<file path="src/rtl/sram_arb_pkg.sv">
// rtl/sram_arb_pkg.sv - shared types and constants for the SRAM arbiter
package sram_arb_pkg;

  localparam int SRAM_AW = 19;
  localparam int SRAM_DW = 8;

  localparam logic PORT_CPU = 1'b0;
  localparam logic PORT_AUX = 1'b1;

  typedef enum logic [2:0] {
    IDLE   = 3'd0,
    SETUP  = 3'd1,
    ACCESS = 3'd2,
    HOLD   = 3'd3,
    DONE   = 3'd4
  } arb_state_t;

endpackage

</file>
<file path="src/rtl/sram_arb_pick.sv">
// rtl/sram_arb_pick.sv - winner selection with a bounded port-0 streak
module sram_arb_pick
  import sram_arb_pkg::*;
#(
  parameter int MAX_STREAK = 4
) (
  input  logic clk,
  input  logic reset,
  input  logic arb_en,
  input  logic p0_req,
  input  logic p1_req,
  output logic grant_valid,
  output logic grant_port
);

  localparam logic [7:0] STREAK_MAX = 8'(MAX_STREAK);

  logic [7:0] streak;
  logic       force_aux;

  always_comb begin
    force_aux   = (MAX_STREAK != 0) && (streak == STREAK_MAX);
    grant_valid = arb_en && (p0_req || p1_req);
    grant_port  = (!p0_req || (p1_req && force_aux)) ? PORT_AUX : PORT_CPU;
  end

  // Streak only counts CPU wins that actually made the aux port wait.
  always_ff @(posedge clk) begin
    if (reset) begin
      streak <= '0;
    end else if (grant_valid) begin
      if (grant_port == PORT_AUX) begin
        streak <= '0;
      end else if (p1_req) begin
        if (streak != STREAK_MAX) begin
          streak <= streak + 8'd1;
        end
      end else begin
        streak <= '0;
      end
    end
  end

endmodule

</file>
<file path="src/rtl/sram_arbiter.sv">
// rtl/sram_arbiter.sv - two-port arbiter and strobe sequencer for the external async SRAM
module sram_arbiter
  import sram_arb_pkg::*;
#(
  parameter int ACCESS_CYCLES = 2,
  parameter int MAX_STREAK    = 4
) (
  input  logic               CLK,
  input  logic               RESET,
  input  logic               p0_req,
  input  logic               p0_we,
  input  logic [SRAM_AW-1:0] p0_addr,
  input  logic [SRAM_DW-1:0] p0_wdata,
  output logic               p0_ack,
  output logic [SRAM_DW-1:0] p0_rdata,
  input  logic               p1_req,
  input  logic               p1_we,
  input  logic [SRAM_AW-1:0] p1_addr,
  input  logic [SRAM_DW-1:0] p1_wdata,
  output logic               p1_ack,
  output logic [SRAM_DW-1:0] p1_rdata,
  output logic [SRAM_AW-1:0] SramAdr,
  output logic               RamCEn,
  output logic               RamOEn,
  output logic               RamWEn,
  output logic [SRAM_DW-1:0] sram_dq_o,
  output logic               sram_dq_oe,
  input  logic [SRAM_DW-1:0] sram_dq_i,
  output logic               busy,
  output logic               owner
);

  arb_state_t state, state_d;
  logic [3:0] cnt;

  logic               lat_we;
  logic [SRAM_AW-1:0] lat_addr;
  logic [SRAM_DW-1:0] lat_wdata;

  logic grant_valid, grant_port;

  logic               sel_we, cur_we;
  logic [SRAM_AW-1:0] sel_addr, cur_addr;
  logic [SRAM_DW-1:0] sel_wdata, cur_wdata;

  logic [SRAM_AW-1:0] adr_d;
  logic [SRAM_DW-1:0] dq_o_d;
  logic ce_d, oe_d, we_d, dq_oe_d, ack0_d, ack1_d, busy_d, capture;

  sram_arb_pick #(.MAX_STREAK(MAX_STREAK)) u_pick (
    .clk         (CLK),
    .reset       (RESET),
    .arb_en      (state == IDLE),
    .p0_req      (p0_req),
    .p1_req      (p1_req),
    .grant_valid (grant_valid),
    .grant_port  (grant_port)
  );

  always_comb begin
    sel_we    = (grant_port == PORT_AUX) ? p1_we    : p0_we;
    sel_addr  = (grant_port == PORT_AUX) ? p1_addr  : p0_addr;
    sel_wdata = (grant_port == PORT_AUX) ? p1_wdata : p0_wdata;
    // Pins are registered from the next state, so the grant cycle must see
    // the winner's inputs before they land in the latches.
    cur_we    = (state == IDLE) ? sel_we    : lat_we;
    cur_addr  = (state == IDLE) ? sel_addr  : lat_addr;
    cur_wdata = (state == IDLE) ? sel_wdata : lat_wdata;
  end

  always_comb begin
    state_d = IDLE;
    case (state)
      IDLE:    state_d = grant_valid ? SETUP : IDLE;
      SETUP:   state_d = ACCESS;
      ACCESS:  state_d = (cnt == 4'd1) ? (lat_we ? HOLD : DONE) : ACCESS;
      HOLD:    state_d = DONE;
      DONE:    state_d = IDLE;
      default: state_d = IDLE;
    endcase
  end

  always_comb begin
    adr_d   = SramAdr;
    dq_o_d  = sram_dq_o;
    ce_d    = 1'b1;
    oe_d    = 1'b1;
    we_d    = 1'b1;
    dq_oe_d = 1'b0;
    case (state_d)
      SETUP, ACCESS: begin
        adr_d = cur_addr;
        ce_d  = 1'b0;
        if (cur_we) begin
          dq_oe_d = 1'b1;
          dq_o_d  = cur_wdata;
          we_d    = (state_d != ACCESS);
        end else begin
          oe_d = 1'b0;
        end
      end
      HOLD: begin
        adr_d   = cur_addr;
        ce_d    = 1'b0;
        dq_oe_d = 1'b1;
        dq_o_d  = cur_wdata;
      end
      default: ;
    endcase
    ack0_d  = (state_d == DONE) && (owner == PORT_CPU);
    ack1_d  = (state_d == DONE) && (owner == PORT_AUX);
    busy_d  = (state_d != IDLE);
    capture = (state == ACCESS) && (cnt == 4'd1) && !lat_we;
  end

  always_ff @(posedge CLK) begin
    if (RESET) begin
      state      <= IDLE;
      cnt        <= '0;
      lat_we     <= 1'b0;
      lat_addr   <= '0;
      lat_wdata  <= '0;
      owner      <= PORT_CPU;
      SramAdr    <= '0;
      sram_dq_o  <= '0;
      RamCEn     <= 1'b1;
      RamOEn     <= 1'b1;
      RamWEn     <= 1'b1;
      sram_dq_oe <= 1'b0;
      p0_ack     <= 1'b0;
      p1_ack     <= 1'b0;
      p0_rdata   <= '0;
      p1_rdata   <= '0;
      busy       <= 1'b0;
    end else begin
      state <= state_d;
      if (state == SETUP) begin
        cnt <= 4'(ACCESS_CYCLES);
      end else if (state == ACCESS) begin
        cnt <= cnt - 4'd1;
      end
      if (grant_valid) begin
        lat_we    <= sel_we;
        lat_addr  <= sel_addr;
        lat_wdata <= sel_wdata;
        owner     <= grant_port;
      end
      SramAdr    <= adr_d;
      sram_dq_o  <= dq_o_d;
      RamCEn     <= ce_d;
      RamOEn     <= oe_d;
      RamWEn     <= we_d;
      sram_dq_oe <= dq_oe_d;
      p0_ack     <= ack0_d;
      p1_ack     <= ack1_d;
      busy       <= busy_d;
      if (capture) begin
        if (owner == PORT_CPU) begin
          p0_rdata <= sram_dq_i;
        end else begin
          p1_rdata <= sram_dq_i;
        end
      end
    end
  end

endmodule

</file>
<file path="config.mk">
export PLATFORM = sky130hd
export DESIGN_NAME = sram_arbiter
export DESIGN_NICKNAME = d
export VERILOG_FILES = /design/src/rtl/sram_arb_pkg.sv /design/src/rtl/sram_arb_pick.sv /design/src/rtl/sram_arbiter.sv
export SDC_FILE = /design/constraint.sdc
export NUM_CORES = 1
export LEC_CHECK = 0
export BUFFER_PORTS_ARGS = -buffer_cell sky130_fd_sc_hd__buf_2
export CORE_AREA = 2 2 80 158
export DETAILED_ROUTE_END_ITERATION = 12
export DIE_AREA = 0 0 82 160
export PLACE_DENSITY_LB_ADDON = 0.25
export SLEW_MARGIN = 20
export SYNTH_ARGS = -nofsm -noshare
export SYNTH_HDL_FRONTEND = slang
export SYNTH_SLANG_ARGS = --single-unit
</file>
<file path="constraint.sdc">
create_clock -name CLK -period 2.5 [get_ports CLK]
set_input_delay 0.25 -clock CLK [delete_from_list [all_inputs] [get_ports CLK]]
set_output_delay 0.25 -clock CLK [all_outputs]
set_load 0.01 [all_outputs]
</file>
-- Yosys cells after proc, flatten, opt, wreduce, memory -nomap -nowiden
Index checks and enable logic that the tools add are counted.
- flip-flop bits (word level): 94
- RAM bits: 0
- memories: 0
- bits of input ports: 68
- bits in latches: 0
- memory bits (read-only): 0
- output and inout bits: 51
- shift-type cells: 0
- reduce and logical (&&, ||, !) cells: 23
- equal/unequal tests: 13
- bitwise operators: 3
- $mul: 0
- $lt $le $gt $ge: 0
- add/subtract/negate cells: 2
- divide/modulo/power cells: 0
- multiplexer cells: 21
- operators with widths (operator ; number):
    8-bit two-way mux ; 6
    19-bit two-way mux ; 2
    8-bit one-hot mux with 2 select lines ; 1
    3-bit by 2-bit == test with 1-bit output, second input constant ; 4
    3-bit one-hot mux with 4 select lines ; 1
    8-bit by 1-bit adder with 8-bit output, second input constant ; 1
    8-bit by 3-bit == test with 1-bit output, second input constant ; 1
    8-bit by 3-bit != test with 1-bit output, second input constant ; 1
    2-bit AND reduction ; 4
    3-bit by 1-bit == test with 1-bit output, second input constant ; 2
    1-bit logical AND ; 6
    1-bit two-way mux ; 6
    3-bit two-way mux ; 2
    2-bit OR reduction ; 3
    3-bit OR reduction ; 2
    4-bit by 1-bit == test with 1-bit output, second input constant ; 1
    2-bit two-way mux ; 2
    2-bit nonzero test ; 2
    4-bit by 1-bit subtractor with 4-bit output, second input constant ; 1
    3-bit == test, second input constant ; 1
    3-bit zero test ; 1
    3-bit by 1-bit != test with 1-bit output, second input constant ; 1
    3-bit by 2-bit != test with 1-bit output, second input constant ; 1
    1-bit NOT ; 3
    5 further kinds ; 7

-- Depth between registers and ports, before layout
- depth after elaboration: 8
- depth in mapped cells: 9
- gate-level depth less buffers: 7

-- Modules after synthesis
Synthesis repeated with hierarchy kept, for this count alone.
- cell total of the unflattened synthesis: 454
- area, all modules: 4161.5 sq um
- modules (own cells, without submodules) (module ; area an instance (sq um) ; instances ; cells an instance):
    sram_arbiter ; 3706.1 ; 1 ; 404
    sram_arb_pick ; 455.4 ; 1 ; 50

-- Least setup slack after synthesis
Ideal clock, no wire load.
- path type: register to register
- start point: reg u_pick.streak[3]
- end point: reg SramAdr[10]
- required time: 2.383 ns
- stages on the path, launching flop included: 8
- path slack: 0.541 ns
- setup time: 0.117 ns
- path buffers: 2
- period minus slack after synthesis: 1.959 ns
- data arrival time: 1.842 ns
- path through: dfxtp_1 or4b_4 o21ai_2 buf_6 buf_6 mux2i_1 a21oi_1 a22o_1
- word-level cells in the longest chain between the ends: 6
- RTL lines (element ; line ; source):
    start, declared ; sram_arb_pick.sv:18 ; logic [7:0] streak;
    start signal, assigned ; sram_arb_pick.sv:36 ; streak <= streak + 8'd1;
    8-bit by 3-bit == test with 1-bit output ; sram_arb_pick.sv:22 ; force_aux = (MAX_STREAK != 0) && (streak == STREAK_MAX);
    1-bit logical AND ; sram_arb_pick.sv:24 ; grant_port = (!p0_req || (p1_req && force_aux)) ? PORT_AUX : PORT_CPU;
    1-bit logical OR ; sram_arb_pick.sv:24 ;
    1-bit two-way mux ; sram_arb_pick.sv:24 ;
    19-bit two-way mux ; sram_arbiter.sv:62 ; sel_addr = (grant_port == PORT_AUX) ? p1_addr : p0_addr;
    19-bit two-way mux ; sram_arbiter.sv:67 ; cur_addr = (state == IDLE) ? sel_addr : lat_addr;
    end signal, assigned ; sram_arbiter.sv:148 ; SramAdr <= adr_d;
    end, declared ; sram_arbiter.sv:22 ; output logic [SRAM_AW-1:0] SramAdr,
Every way passes these cells.
A chain may end at the register's enable or synchronous reset.

-- Final worst setup path
- start point: reg cnt[0]
- end point: reg SramAdr[16]
- word-level cells in the longest chain between the ends: 5
- elaborated cells between the ends (all ways): 7
- those cells by class: 4 x eq/ne; 2 x mux; 1 x reduce/logical
- RTL lines (element ; line ; source):
    start, declared ; sram_arbiter.sv:34 ; logic [3:0] cnt;
    start signal, assigned ; sram_arbiter.sv:138 ; cnt <= 4'(ACCESS_CYCLES);
    start signal, assigned ; sram_arbiter.sv:140 ; cnt <= cnt - 4'd1;
    4-bit by 1-bit == test with 1-bit output (*) ; sram_arbiter.sv:76 ; ACCESS: state_d = (cnt == 4'd1) ? (lat_we ? HOLD : DONE) : ACCESS;
    3-bit two-way mux (*) ; sram_arbiter.sv:76 ;
    3-bit one-hot mux with 4 select lines (*) ; sram_arbiter.sv:73 ; case (state)
    3-bit by 1-bit == test with 1-bit output or 3-bit by 2-bit == test with 1-bit output (tied branches) ; sram_arbiter.sv:90 ; case (state_d)
    3-bit OR reduction (no line) (*) ; -- ;
Every way passes the cells marked *; elsewhere a longest branch is shown, timed or not.

==> impl_table.tex <==
\begin{tabular}{lr}
\hline
Metric & Value \\
\hline
\multicolumn{2}{l}{\textbf{Run status}} \\
Outcome & finished, final reports clean \\
\multicolumn{2}{l}{\textbf{CTS}} \\
CTS Root Cell & clkbuf\_16 \\
Resize count post-CTS & 0 \\
Clock tree buffer depth & 2 \\
Clock latency on the worst-skew pair & 340 ps \\
Deepest level of the CTS H-tree & 3 \\
CTS tree & yes \\
Post-CTS setup-driven buffer insertion count & 0 \\
Post-CTS Hold Buffers & 0 \\
Number of clock sinks & 94 \\
CTS Buf Count & 9 \\
Clk pin slew, worst setup/hold paths & 70 ps \\
\multicolumn{2}{l}{\textbf{Run}} \\
MaxCap Viol Count & 0 \\
\multicolumn{2}{l}{\textbf{Global routing}} \\
First-pass GRT wire length & around 15000 um \\
Largest net degree at the start of global routing & 58 \\
Initial antenna violation count & 0 \\
Global-route usage over all layers & 14.4\% \\
GR Overflow Total & 0 \\
Number of global-route vias before repair & $\sim$3.1k \\
\multicolumn{2}{l}{\textbf{Setup path}} \\
Origin of the worst setup path & cnt[0]\$\_SDFFE\_PP0N\_ \\
Worst path arrival time & $\sim$2400 ps \\
Required arrival time at the worst endpoint & approximately 2800 ps \\
Start of the worst register-to-register path & cnt[0]\$\_SDFFE\_PP0N\_ \\
Sort of element at the start of the critical path & register \\
Crit Path Class & register to register \\
Endpoint type of the worst setup path & register \\
Largest fanout of any net on the critical path & 19 \\
\multicolumn{2}{l}{\textbf{Yosys}} \\
Cell area after technology mapping & between 4000 and 5000 um\^{}2 \\
Leading cell types by total area after synthesis & dfxtp\_1 46\%, mux2i\_1 13\%, nor2\_1 8.5\% \\
Number of enable flip-flop cells after synthesis & 0 \\
Synthesized flop and latch total & 94 \\
Post-Syn Nets & slightly above 500 \\
Flip-flop cell with the highest count after synthesis & dfxtp\_1 \\
Top cell type's share of synthesized area & between 40\% and 50\% \\
Register area share after synthesis & between 40\% and 50\% \\
Yosys warning total & 0 \\
Post-synthesis cell count & $\sim$450 \\
Synthesized area per cell & 9.15 um\^{}2 \\
Unique cell type count in the Yosys netlist & just over 40 \\
Async set-or-reset flop fraction in the synthesized netlist & 0\% \\
Library cell occupying the most area in the post-synthesis netlist & dfxtp\_1 \\
\multicolumn{2}{l}{\textbf{Finish}} \\
Signed area change from the synthesized netlist to the final layout & 26.8\% \\
Final layout net count & 626 \\
Post-route cell area & roughly 5200 um\^{}2 \\
Number of diodes & 0 \\
Filler Cell Count & between 1k and 1.5k \\
Share of post-route cells with drive strength above 1 & 27.0\% \\
Area occupied by multi-input gates & roughly 2000 um\^{}2 \\
Area of all sequential standard cells & about 1900 um\^{}2 \\
\multicolumn{2}{l}{\textbf{Drt}} \\
Initial drt markers & 125 \\
Post-DR wirelength/cell & roughly 13 um \\
DRT Wirelength & slightly above 9000 um \\
Iteration count of the initial detailed-routing pass & 4 \\
Routed Antenna Nets & 0 \\
Vias/cell & approximately 4.9 \\
DRC violation count after routing & 0 \\
Via count & 3437 \\
\multicolumn{2}{l}{\textbf{STA}} \\
Setup TNS & 0 ps \\
Relative slew slack & between 40 and 50\% \\
Clock skew & about 9.6 ps \\
Final critical-path share of the clock period & $\sim$86\% \\
Number of hold-slack violations in the final timing report & 0 \\
Final Slew Violations & 0 \\
Max Fclk & approximately 470 MHz \\
Final worst-path setup slack & about 360 ps \\
Final setup vio count & 0 \\
Min Clock Period, post-route & about 2100 ps \\
Unrepaired setup endpoints after global routing & false \\
Slew of the pin with the lowest slew margin & $\sim$860 ps \\
\multicolumn{2}{l}{\textbf{Power and ir drop}} \\
Peak supply drop & around 450 uV \\
Leak pwr & between 2 and 2.5 nW \\
Total power consumption of the routed design & 0.00412 W \\
Power density over the cells & approximately 800 nW/um\^{}2 \\
\multicolumn{2}{l}{\textbf{Placed design}} \\
Weighted congestion at the end of routability-driven global placement & around 0.76 \\
HPWL reported at the end of detailed placement & roughly 6300 um \\
DP Area & 4850 um\^{}2 \\
Post-Place Setup Slack & between 300 and 400 ps \\
Number of input and output port buffers inserted & 118 \\
\multicolumn{2}{l}{\textbf{Die}} \\
Die area & 13100 um\^{}2 \\
Die Span Y & 160 um \\
Horizontal extent of the die & 82 um \\
Core Rows & 57 \\
Initial Util & 34.1\% \\
Top-level port count & 119 \\
Placeable core region & 12000 um\^{}2 \\
\multicolumn{2}{l}{\textbf{Min path}} \\
Source of the worst hold timing path & sram\_dq\_i[4] \\
Path type of the worst min-delay path & input port to register \\
\hline
\end{tabular}
==> flip-flops by register name (all words and copies together) (netlist names) <==
name and count:
RamCEn 1, RamOEn 1, RamWEn 1, SramAdr 19
busy 1, cnt 4, lat_addr 19, lat_wdata 8
lat_we 1, owner 1, p0_ack 1, p0_rdata 8
p1_ack 1, p1_rdata 8, sram_dq_o 8, sram_dq_oe 1
state 3, u_pick.streak 8
==> cell families after synthesis <==
logic type      Yosys count  synth area share (%)
buf+inv                  40                  4.32
mux                      53                  13.0
simple gates            146                  16.9
fa+ha+maj                 4                  1.23
flops                    94                  46.1
compound gates          109                  18.4
==> per-layer routing <==
layer | up-vias | part of all wire, % | global-route usage, %
li1 | 1813 | - | -
met1 | 1514 | 49 | 19.9
met2 | 100 | 43 | 21.3
met3 | 10 | 6.1 | 3.73
met4 | 0 | 1.6 | 5.23
met5 | - | 0 | 0
==> area by class of cell <==
class | instances | area share, %
clock buffer | 11 | 4.69
sequential | 94 | 36.4
timing repair buffer | 129 | 13.7
multi-input combinational | 312 | 39.5
clock inverter | 5 | 1.57
tap | 147 | 3.56
inverter | 8 | 0.580
==> path summary, 6_finish.rpt <==
| path | endpoint | slack (ps) | depth (start not counted) |
|---|---|---|---|
| worst min-delay path | p1_rdata[4]$_SDFFE_PP0P_ | 150 | 3 |
| worst min register to register | sram_dq_o[0]$_SDFFE_PP0P_ | 470 | 2 |
| worst max register to register | SramAdr[16]$_SDFFE_PP0P_ | 360 | 6 |
| worst max-delay path | SramAdr[16]$_SDFFE_PP0P_ | 360 | 6 |
==> layout by cell type, fill, tap and decap left out, types with 8 or more instances in the layout <==
cell	count
a211o_1	8
a211oi_1	29
a21oi_1	33
a22o_1	19
buf_2	118
buf_4	8
clkbuf_16	9
dfxtp_1	94
inv_1	8
mux2i_1	53
nand2_1	12
nand2b_1	8
nor2_1	91
o21ai_0	9
==> metrics by stage <==
step / hold WS [ps] / std cells / util [%]
6_report: 155 / 706 / 43.2
5_1_grt: 157 / 706 / 43.2
4_1_cts: 145 / 706 / 43.2
3_5_place_dp: 459 / 690 / 40.5
3_3_place_gp: 459 / 690 / 40.5
2_1_floorplan: 394 / 446 / -
==> critical path: stages, from the launching register on <==
cell and delay (ps):
dfxtp_1 420, ha_1 190, nor4b_1 260, buf_4 190, a221oi_1 90, nor2_2 680, a22o_1 260
==> power breakdown <==
| group | switching (W) | internal (W) | total [W] | leakage (nW) |
|---|---|---|---|---|
| Clock | 0.000575 | 0.000906 | 0.00148 | 0.156 |
| Sequential | 0.0000964 | 0.00167 | 0.00177 | 0.773 |
| Combinational | 0.000492 | 0.000382 | 0.000874 | 1.47 |
| Total | 0.00116 | 0.00296 | 0.00412 | 2.40 |
==> cell usage after synthesis (4+ instances only) <==
library cell,instances
nor3b_1,5
buf_2,6
nor3_1,5
a22o_1,19
nand2_1,12
a211oi_1,29
dfxtp_1,94
nand2b_1,8
ha_1,4
a21oi_1,33
nand3b_1,4
mux2i_1,53
nor2_1,92
clkbuf_1,22
a211o_1,8
o21ai_0,9
nand3_1,4
inv_1,8
Power figures use the tool's default switching activity.
